==> src/rtl/truth_sweep_pkg.sv <==
// Shared types and helpers for the truth-table sweep controller.
package truth_sweep_pkg;

  typedef enum logic [1:0] {
    IDLE = 2'd0,
    EVAL = 2'd1,
    DONE = 2'd2
  } sweep_state_t;

  // Truth-table width for an n-input function.
  function automatic int unsigned tbl_w(input int unsigned n);
    return 32'd1 << n;
  endfunction

endpackage

==> src/rtl/truth_sweep_ctrl.sv <==
// Walks vec through all 2^N input combinations of an external combinational
// function, captures its output into a truth table, counts the ones and
// flags a difference against an expected table latched at start.
module truth_sweep_ctrl
  import truth_sweep_pkg::*;
#(
  parameter int unsigned N = 4,
  localparam int unsigned W = tbl_w(N)
) (
  input  logic         clk,
  input  logic         rst_n,
  input  logic         start,
  input  logic         hold,
  input  logic [W-1:0] expected,
  output logic [N-1:0] vec,
  input  logic         s,
  output logic [W-1:0] table_q,
  output logic [N:0]   ones,
  output logic         busy,
  output logic         done,
  output logic         mismatch
);

  sweep_state_t state, state_nx;

  logic [N-1:0] idx;
  logic [W-1:0] exp_q;
  logic [W-1:0] table_nx;
  logic         last;

  // The last index is detected before incrementing, so idx never wraps and
  // vec keeps showing 2^N-1 after the sweep ends.
  assign last = (idx == N'(W - 1));
  assign vec  = idx;

  // Table as it will look after capturing s at the current index; the final
  // mismatch compare needs the last bit included.
  always_comb begin
    table_nx      = table_q;
    table_nx[idx] = s;
  end

  // State register.
  always_ff @(posedge clk) begin
    if (!rst_n) begin
      state <= IDLE;
    end else begin
      state <= state_nx;
    end
  end

  // Next-state and status outputs.
  always_comb begin
    state_nx = state;
    busy     = 1'b0;
    done     = 1'b0;
    case (state)
      IDLE: begin
        if (start) begin
          state_nx = EVAL;
        end
      end
      EVAL: begin
        busy = 1'b1;
        if (!hold && last) begin
          state_nx = DONE;
        end
      end
      DONE: begin
        done     = 1'b1;
        state_nx = IDLE;
      end
      default: state_nx = IDLE;
    endcase
  end

  // Index counter, table capture, ones accumulator and mismatch flag.
  always_ff @(posedge clk) begin
    if (!rst_n) begin
      idx      <= '0;
      table_q  <= '0;
      ones     <= '0;
      mismatch <= 1'b0;
      exp_q    <= '0;
    end else begin
      case (state)
        IDLE: begin
          if (start) begin
            idx      <= '0;
            table_q  <= '0;
            ones     <= '0;
            mismatch <= 1'b0;
            exp_q    <= expected;
          end
        end
        EVAL: begin
          if (!hold) begin
            table_q <= table_nx;
            ones    <= ones + {{N{1'b0}}, s};
            if (last) begin
              mismatch <= (table_nx != exp_q);
            end else begin
              idx <= idx + 1'b1;
            end
          end
        end
        default: ;
      endcase
    end
  end

endmodule

==> config.mk <==
export PLATFORM = sky130hd
export DESIGN_NAME = truth_sweep_ctrl
export DESIGN_NICKNAME = d
export VERILOG_FILES = /design/src/rtl/truth_sweep_pkg.sv /design/src/rtl/truth_sweep_ctrl.sv
export SDC_FILE = /design/constraint.sdc
export NUM_CORES = 1
export LEC_CHECK = 0
export CAP_MARGIN = 5
export CORE_UTILIZATION = 30
export DETAILED_ROUTE_END_ITERATION = 6
export MAX_ROUTING_LAYER = met4
export PLACE_DENSITY = 0.54
export REMOVE_ABC_BUFFERS = 1
export SETUP_SLACK_MARGIN = 0.2
export SLEW_MARGIN = 40
export SYNTH_ARGS = -nofsm -noshare
export SYNTH_HDL_FRONTEND = slang
export SYNTH_SLANG_ARGS = --single-unit
==> constraint.sdc <==
create_clock -name clk -period 2.4 [get_ports clk]
set_input_delay 0.24 -clock clk [delete_from_list [all_inputs] [get_ports clk]]
set_output_delay 0.24 -clock clk [all_outputs]
set_load 0.01 [all_outputs]
* After elaboration in Yosys (flattened, before gate mapping)
Index checks and enable logic that the tools add are counted.
Word-level totals: register bits after elaboration 44, input port bits 21, output and inout bits 28, word-level logic and storage cells 51
Cells by class: add/subtract/negate cells 2, order comparisons 2, eq/ne operators 9, mux-type cells 22, reduce and logical (&&, ||, !) cells 10
Operators with widths (count):
- 16-bit two-way mux | 2
- 16-bit case mux with 2 select lines | 1
- 16-bit bitwise mux | 1
- 16-bit != test | 1
- 4-bit two-way mux | 3
- 5-bit two-way mux | 2
- 2-bit != test, second input constant | 5
- 5-bit case mux with 2 select lines | 1
- 4-bit case mux with 2 select lines | 1
- 4-bit AND reduction | 2
- 1-bit two-way mux | 6
- 5-bit by 1-bit adder with 5-bit output | 1
- 4-bit by 5-bit < comparator with 1-bit output, second input constant | 1
- 4-bit by 1-bit adder with 4-bit output, second input constant | 1
- 1-bit demux with 4-bit select | 1
- 4-bit == test, second input constant | 1
- 4-bit by 1-bit >= comparator with 1-bit output, second input constant | 1
- 2-bit two-way mux | 2
- 2-bit case mux with 2 select lines | 1
- 2-bit AND reduction | 2
- 3-bit AND reduction | 1
- 2-bit by 1-bit == test with 1-bit output, second input constant | 1
- 2-bit == test, second input constant | 1
- 1-bit logical AND | 2
- 4 further kinds | 4

* Logic depth before layout (Yosys ltp)
Gate-level depths: netlist of run 1.
depth in word-level cells 9, depth in mapped cells 8, mapped depth without buffers 8

* Least setup slack after synthesis of run 1
Ideal clock, no wire load.
kind register to register, from register idx[1] (netlist: vec[1]), to register mismatch, arrival 1.990 ns, data required time 2.271 ns, setup slack 0.281 ns, cell stages (with the launch flop) 9, path buffers 0, period minus slack after synthesis 2.119 ns, path through dfxtp_1 > inv_1 > ha_1 > and3_2 > and3b_2 > a2111oi_4 > o2111ai_1 > a2111oi_2 > a31oi_1
On the way: longest elaborated chain between the ends 9, elaborated cells between the ends (all ways) 13
Ends and longest elaborated chain:
- start, declared | line truth_sweep_ctrl.sv:26 | logic [N-1:0] idx;
- start signal, assigned | line truth_sweep_ctrl.sv:103 | idx <= idx + 1'b1;
- 4-bit by 5-bit < comparator with 1-bit output (implied by the code) / 4-bit by 1-bit >= comparator with 1-bit output (equally long branches) | line truth_sweep_ctrl.sv:40 | table_nx[idx] = s;
- 1-bit logical AND (implied by the code) | line truth_sweep_ctrl.sv:40
- 1-bit two-way mux (implied by the code) | line truth_sweep_ctrl.sv:40
- 1-bit demux with 4-bit select | line truth_sweep_ctrl.sv:40
- 16-bit bitwise mux | line truth_sweep_ctrl.sv:40
- 16-bit != test | line truth_sweep_ctrl.sv:101 | mismatch <= (table_nx != exp_q);
- 1-bit two-way mux | line truth_sweep_ctrl.sv:100 | if (last) begin
- 1-bit two-way mux | line truth_sweep_ctrl.sv:97 | if (!hold) begin
- 1-bit case mux with 2 select lines | line truth_sweep_ctrl.sv:86 | case (state)
- end signal, assigned | line truth_sweep_ctrl.sv:101
- end, declared | line truth_sweep_ctrl.sv:21 | output logic mismatch
Several ways; a longest one is shown, not always the timed one. The select of a mux whose other input is x is not followed. A chain may end at the register's enable or synchronous reset.

* Worst setup path after layout of run 1
Same ends and word-level chain as after synthesis.

==> results of run 1 <==
[worst max-delay path, cell delays in order, from the launching register on]
cell and delay, ns:
dfxtp_2 0.36, inv_1 0.06, ha_1 0.24, and3_2 0.27, and3b_2 0.22, a2111oi_4 0.28, o2111ai_2 0.17, a2111oi_2 0.22
a31oi_1 0.12
[final cells by class]
| class | instances | area share |
|---|---|---|
| Multi-Input combinational cell | 234 | 0.4648 |
| Tap cell | 105 | 0.04037 |
| Clock buffer | 6 | 0.02537 |
| Inverter | 14 | 0.01615 |
| Sequential cell | 44 | 0.2726 |
| Clock inverter | 2 | 0.003076 |
| Timing Repair Buffer | 61 | 0.1776 |
[synthesized netlist by cell type, types with 3 or more instances]
library cell and instances:
ha_1 7, nand2b_1 5, a21boi_0 21, nand3b_1 7
clkbuf_1 11, and2_1 12, o22ai_1 8, nand3_1 11
nand2_1 52, dfxtp_1 44, a21oi_1 16, xor2_1 7
xnor2_1 7, clkbuf_8 3, a22oi_1 6, nor2_1 12
nor2b_1 7, mux2i_1 7, o21ai_0 15, inv_1 14
[cell families after synthesis]
logic type,Yosys count,synth area share
xor gates and xnor gates,14,0.04864
and+or+nand+nor,123,0.2481
muxes,7,0.02779
buffers and inverters,31,0.06203
adders and majority gates,7,0.03474
AOI/OAI and AO/OA,83,0.2293
DFF,44,0.3494
[worst paths after layout]
kind	startpoint	endpoint	slack (ns)	cells after the start
setup / recovery	vec[1]	mismatch	0.34	8
hold / removal	exp_q[2]	exp_q[2]	0.48	2
setup reg to reg	vec[1]	mismatch	0.34	8
hold reg to reg	exp_q[2]	exp_q[2]	0.48	2
[state kept, by name, indices dropped and copies added, names as in the netlist]
register	flops
state	2
ones	5
exp_q	16
vec	4
table_q	16
mismatch	1
[power breakdown]
part / internal, mW / switching (mW) / leakage, nW
combinational: 0.113 / 0.123 / 0.793
clock: 0.230 / 0.259 / 0.0510
sequential: 0.749 / 0.0214 / 0.359
[metal layers]
metal / wire, um / up-vias / GRT usage
met2: 3216 / 60 / 0.2751
li1: - / 1178 / -
met3: 268 / 8 / 0.02023
met1: 3389 / 1112 / 0.2195
met4: 48 / 0 / 0.05769
met5: 0 / - / -
[stage by stage]
| stage | hold slack (ns) | cell area, um^2 | total power [mW] | worst slack (ns) |
|---|---|---|---|---|
| floorplan | 0.3575 | 2417 | 0.9041 | 0.2806 |
| global placement | 0.4737 | 3127 | 1.021 | 0.2728 |
| detailed placement | 0.4718 | 3127 | 1.022 | 0.1895 |
| CTS | 0.4838 | 3222 | 1.514 | 0.2106 |
| global route | 0.5009 | 3254 | 1.576 | 0.2063 |
| finish | 0.4789 | 3254 | 1.496 | 0.3402 |
[repair_timing]
item	CTS	global route
pin swaps	0	2
resized for setup	1	10
setup endpoints to repair	1	1
==> flow_summary.json, run 1 <==
{
  "max_freq_ghz": 0.4855,
  "hp-class": "flop to flop",
  "synth-edff-count": 0,
  "slew_headroom": 0.6645,
  "synth_flop_cell": "dfxtp_1",
  "final_nets": 388,
  "die_area_mm2": 0.008774,
  "gp_congestion": 0.9617,
  "fin_util": 0.3981,
  "grtUsageTotal": 0.1698,
  "layout.cells.non_filler": 466,
  "cp.arrival_ns": 2.24,
  "ios": 49,
  "drtIter0Drc": 124,
  "numCtsBuffers": 5,
  "detail-route-antenna-nets": 0,
  "hold_buffers": 0,
  "avgSynthCellArea_um2": 8.159,
  "ys_warn_count": 0,
  "critPathMaxFanout": 5,
  "drv_slew": 0,
  "antenna_found_initial": 0,
  "ys_types": 47,
  "finalSetupViolCount": 0,
  "syn_to_final_growth_pct": 29.08,
  "die_y_um": 93.67,
  "rsz0062_at_grt": "no",
  "fin_tns_setup_ns": 0,
  "post_cts_buffers": 0,
  "yosysTopAreaCellShare": 0.3494,
  "cts_sinks": 44,
  "ys_ff_latch": 44,
  "required_ns": 2.58,
  "synth_top_cell_by_area": "dfxtp_1",
  "antenna_cells": 0,
  "die_width_um": 93.67,
  "drive_above_1_share": 0.1080,
  "path_clk_slew_ns": 0.09,
  "power_density_mw_per_mm2": 459.5,
  "hold_viol_final": 0,
  "io_buffer_count": 48,
  "post-dp-hpwl_um": 5254,
  "dr_total_vias": 2358,
  "fillers": 868,
  "routed_wirelength_um": 6921,
  "period_minus_slack_ns": 2.060,
  "grt_pass1_wl_um": 11270,
  "clock-root-buffer": "clkbuf_8",
  "ir_drop_mv": 0.1880,
  "yosysSeqAreaShare": 0.3494,
  "cp-start-kind": "flop",
  "final_cell_mix": "nand2_1, clkdlybuf4s50_1, dfxtp_1",
  "worstSetupPathType": "flop to flop",
  "final_common_cell": "nand2_1",
  "synthArstFlopShare": 0,
  "final-seq-area_um2": 887.1,
  "drt_pre_antenna_iters": 4,
  "drc_errors": 0,
  "numPlacedInstances": 458,
  "post-route-period-util": 0.8583,
  "grt_pass1_vias": 2259,
  "wl_per_cell_um": 14.85,
  "ys_top_cells_by_area": "dfxtp_1, nand2_1, a21boi_0",
  "grt_max_degree": 23,
  "fin_skew_ns": 0.01047,
  "htreeDepth": 2,
  "tightest_slew_ns": 0.5032,
  "coreArea_mm2": 0.008175,
  "viasPerCell": 5.060,
  "clk_latency_ns": 0.30,
  "crit_path_end_kind": "flop",
  "multi_input_area_mm2": 0.001513,
  "cts_tree": "built",
  "cts_max_path_buffers": 2,
  "outcome": "complete, no violations",
  "start_util": 0.3084,
  "p_leak_nw": 1.203,
  "grt_overflow": 0,
  "syn_inst": 309,
  "core.rowCount": 33,
  "cap_violations": 0,
  "netlist_area_mm2": 0.002521
}
No activity file was read; power rests on OpenSTA's default activity.
==> run 2: changes to the inputs <==
CORE_MARGIN = 5   (was unset)
PLACE_DENSITY = 0.56   (was 0.54)
clock period = 1.7 ns   (was 2.4 ns; I/O delays follow)
==> run 2 against run 1 <==
Compared with the run above:
- power up 50%
- wire length grew 15%
- flip-flop and latch count unchanged
- global-route usage shrank 0.57 points
- count of clock-buffer cells in the layout is the same
- the run now ends with setup timing left
- clock power increased by 45%
- critical path depth decreased by 1
- via count increased by 9.9%
==> flow_summary.json, run 2 (synthesized netlist as in run 1, its figures left out) <==
{
  "met2_length_um": 3842,
  "io_buffer_count": 48,
  "highest_layer": "met4",
  "place_area_mm2": 0.003475,
  "drive_above_1_share": 0.3070,
  "critPathMaxFanout": 4,
  "fin_skew_ns": 0.006283,
  "final_nets": 444,
  "period_minus_slack_ns": 1.903,
  "grt_pass1_vias": 2583,
  "hold_buffers": 0,
  "timing.final.ws_setup_ns": -0.2028,
  "wl_per_cell_um": 15.25,
  "start_util": 0.3068,
  "wl_met3_um": 331,
  "final_common_cell": "buf_4",
  "cap_violations": 0,
  "viasPerCell": 4.966,
  "drt_pre_antenna_iters": 4,
  "crit_path_end_kind": "flop",
  "outcome": "complete, but fails checks",
  "grtUsageTotal": 0.1641,
  "post-route-period-util": 1.119,
  "numCtsBuffers": 5,
  "antenna_cells": 0,
  "p_leak_nw": 1.599,
  "required_ns": 1.89,
  "power_density_mw_per_mm2": 563.5,
  "hold_viol_final": 0,
  "violations": "setup timing",
  "m1WireLength_um": 3701,
  "finalSetupViolCount": 1,
  "rsz0062_at_grt": "yes",
  "coreArea_mm2": 0.008217,
  "grt_overflow": 0,
  "path_clk_slew_ns": 0.09,
  "syn_to_final_growth_pct": 57.42,
  "core.rowCount": 33,
  "cp.arrival_ns": 2.09,
  "largestRegisters": "exp_q: 16 flops, table_q: 16 flops, ones: 5 flops",
  "post-dp-hpwl_um": 5800,
  "final_cell_area_mm2": 0.003969,
  "slew_headroom": 0.7842,
  "grt_pass1_wl_um": 12920,
  "max_freq_ghz": 0.5255,
  "dr_total_vias": 2592,
  "die_y_um": 101.7,
  "grt_max_degree": 40,
  "ios": 49,
  "drv_slew": 0,
  "final_cell_mix": "buf_4, nand2_1, clkdlybuf4s50_1",
  "power.total_mw": 2.236,
  "clock-root-buffer": "clkbuf_8",
  "fin_util": 0.4830,
  "cts_max_path_buffers": 2,
  "gp_congestion": 0.9050,
  "antenna_found_initial": 0,
  "cts_sinks": 44,
  "tightest_slew_ns": 0.3226,
  "routed_wirelength_um": 7961,
  "cp-start-kind": "flop",
  "worstSetupPathType": "flop to flop",
  "drtIter0Drc": 101,
  "ir_drop_mv": 0.2543,
  "clk_latency_ns": 0.31,
  "hp-class": "input pin to flop",
  "htreeDepth": 2,
  "die_width_um": 101.7,
  "cts_tree": "built",
  "detail-route-antenna-nets": 0,
  "drc_errors": 0,
  "post-place-ws_ns": -0.3637,
  "die_area_mm2": 0.01034
}
run 2: cell types whose count changed in the layout (fill, tap and decap cells not counted), sizes merged:
cell,previous run,this run
clkdlybuf4s50,48,39
dlymetal6s2s,0,3
dlygate4sd2,0,5
buf,13,69
clkdlybuf4s15,0,1
run 2: worst max-delay path, cell delays in order, from the launching register on:
cell and delay (ns):
dfxtp_2 0.35, buf_6 0.13, ha_4 0.14, or3b_4 0.42, a32oi_2 0.23, o2111ai_2 0.16, a2111oi_2 0.23, a31oi_1 0.12
run 2: cell type report:
cell class | instances | area [um^2]
clock inverters | 2 | 10.01
multi-input cells | 234 | 1724
inverters | 14 | 55.05
clock buffers | 6 | 82.58
flip-flops and latches | 44 | 895.9
repair buffers | 117 | 1070
fillers | 806 | 4248
well taps | 105 | 131.4
run 2: stage by stage:
| stage | TNS [ns] | std cells | hold WS [ns] |
|---|---|---|---|
| final | -0.2028 | 522 | 0.4089 |
| after global routing | -0.2811 | 522 | 0.4212 |
| after CTS | -0.1458 | 518 | 0.4084 |
| after detailed placement | -0.8563 | 501 | 0.4728 |
| after global placement | -0.7141 | 501 | 0.4687 |
| after floorplan | -0.4194 | 292 | 0.2875 |
run 2: repair_timing:
action / in CTS / in global routing
endpoints found under the setup margin: 26 / 28
resized for setup: 56 / 29
buffers inserted: 9 / 4
pin swaps: 12 / 13
run 2: path summary, 6_finish.rpt:
path | cells after the start | slack [ns] | endpoint | start
hold reg to reg | 2 | 0.48 | exp_q[9] | exp_q[9]
hold / removal | 3 | 0.41 | exp_q[8] | expected[8]
setup / recovery | 7 | -0.20 | mismatch | vec[1]
setup reg to reg | 7 | -0.20 | mismatch | vec[1]
run 2: per-layer routing:
layer	up-vias	track usage
li1	1293	-
met1	1237	0.2109
met2	53	0.2641
met3	9	0.02548
met4	0	0.05215
met5	-	-
run 2: power by group:
group	internal [mW]	switching [mW]	leakage, nW
sequential	1.05	0.0334	0.361
clock	0.325	0.382	0.0510
combinational	0.232	0.209	1.19
total	1.61	0.624	1.60
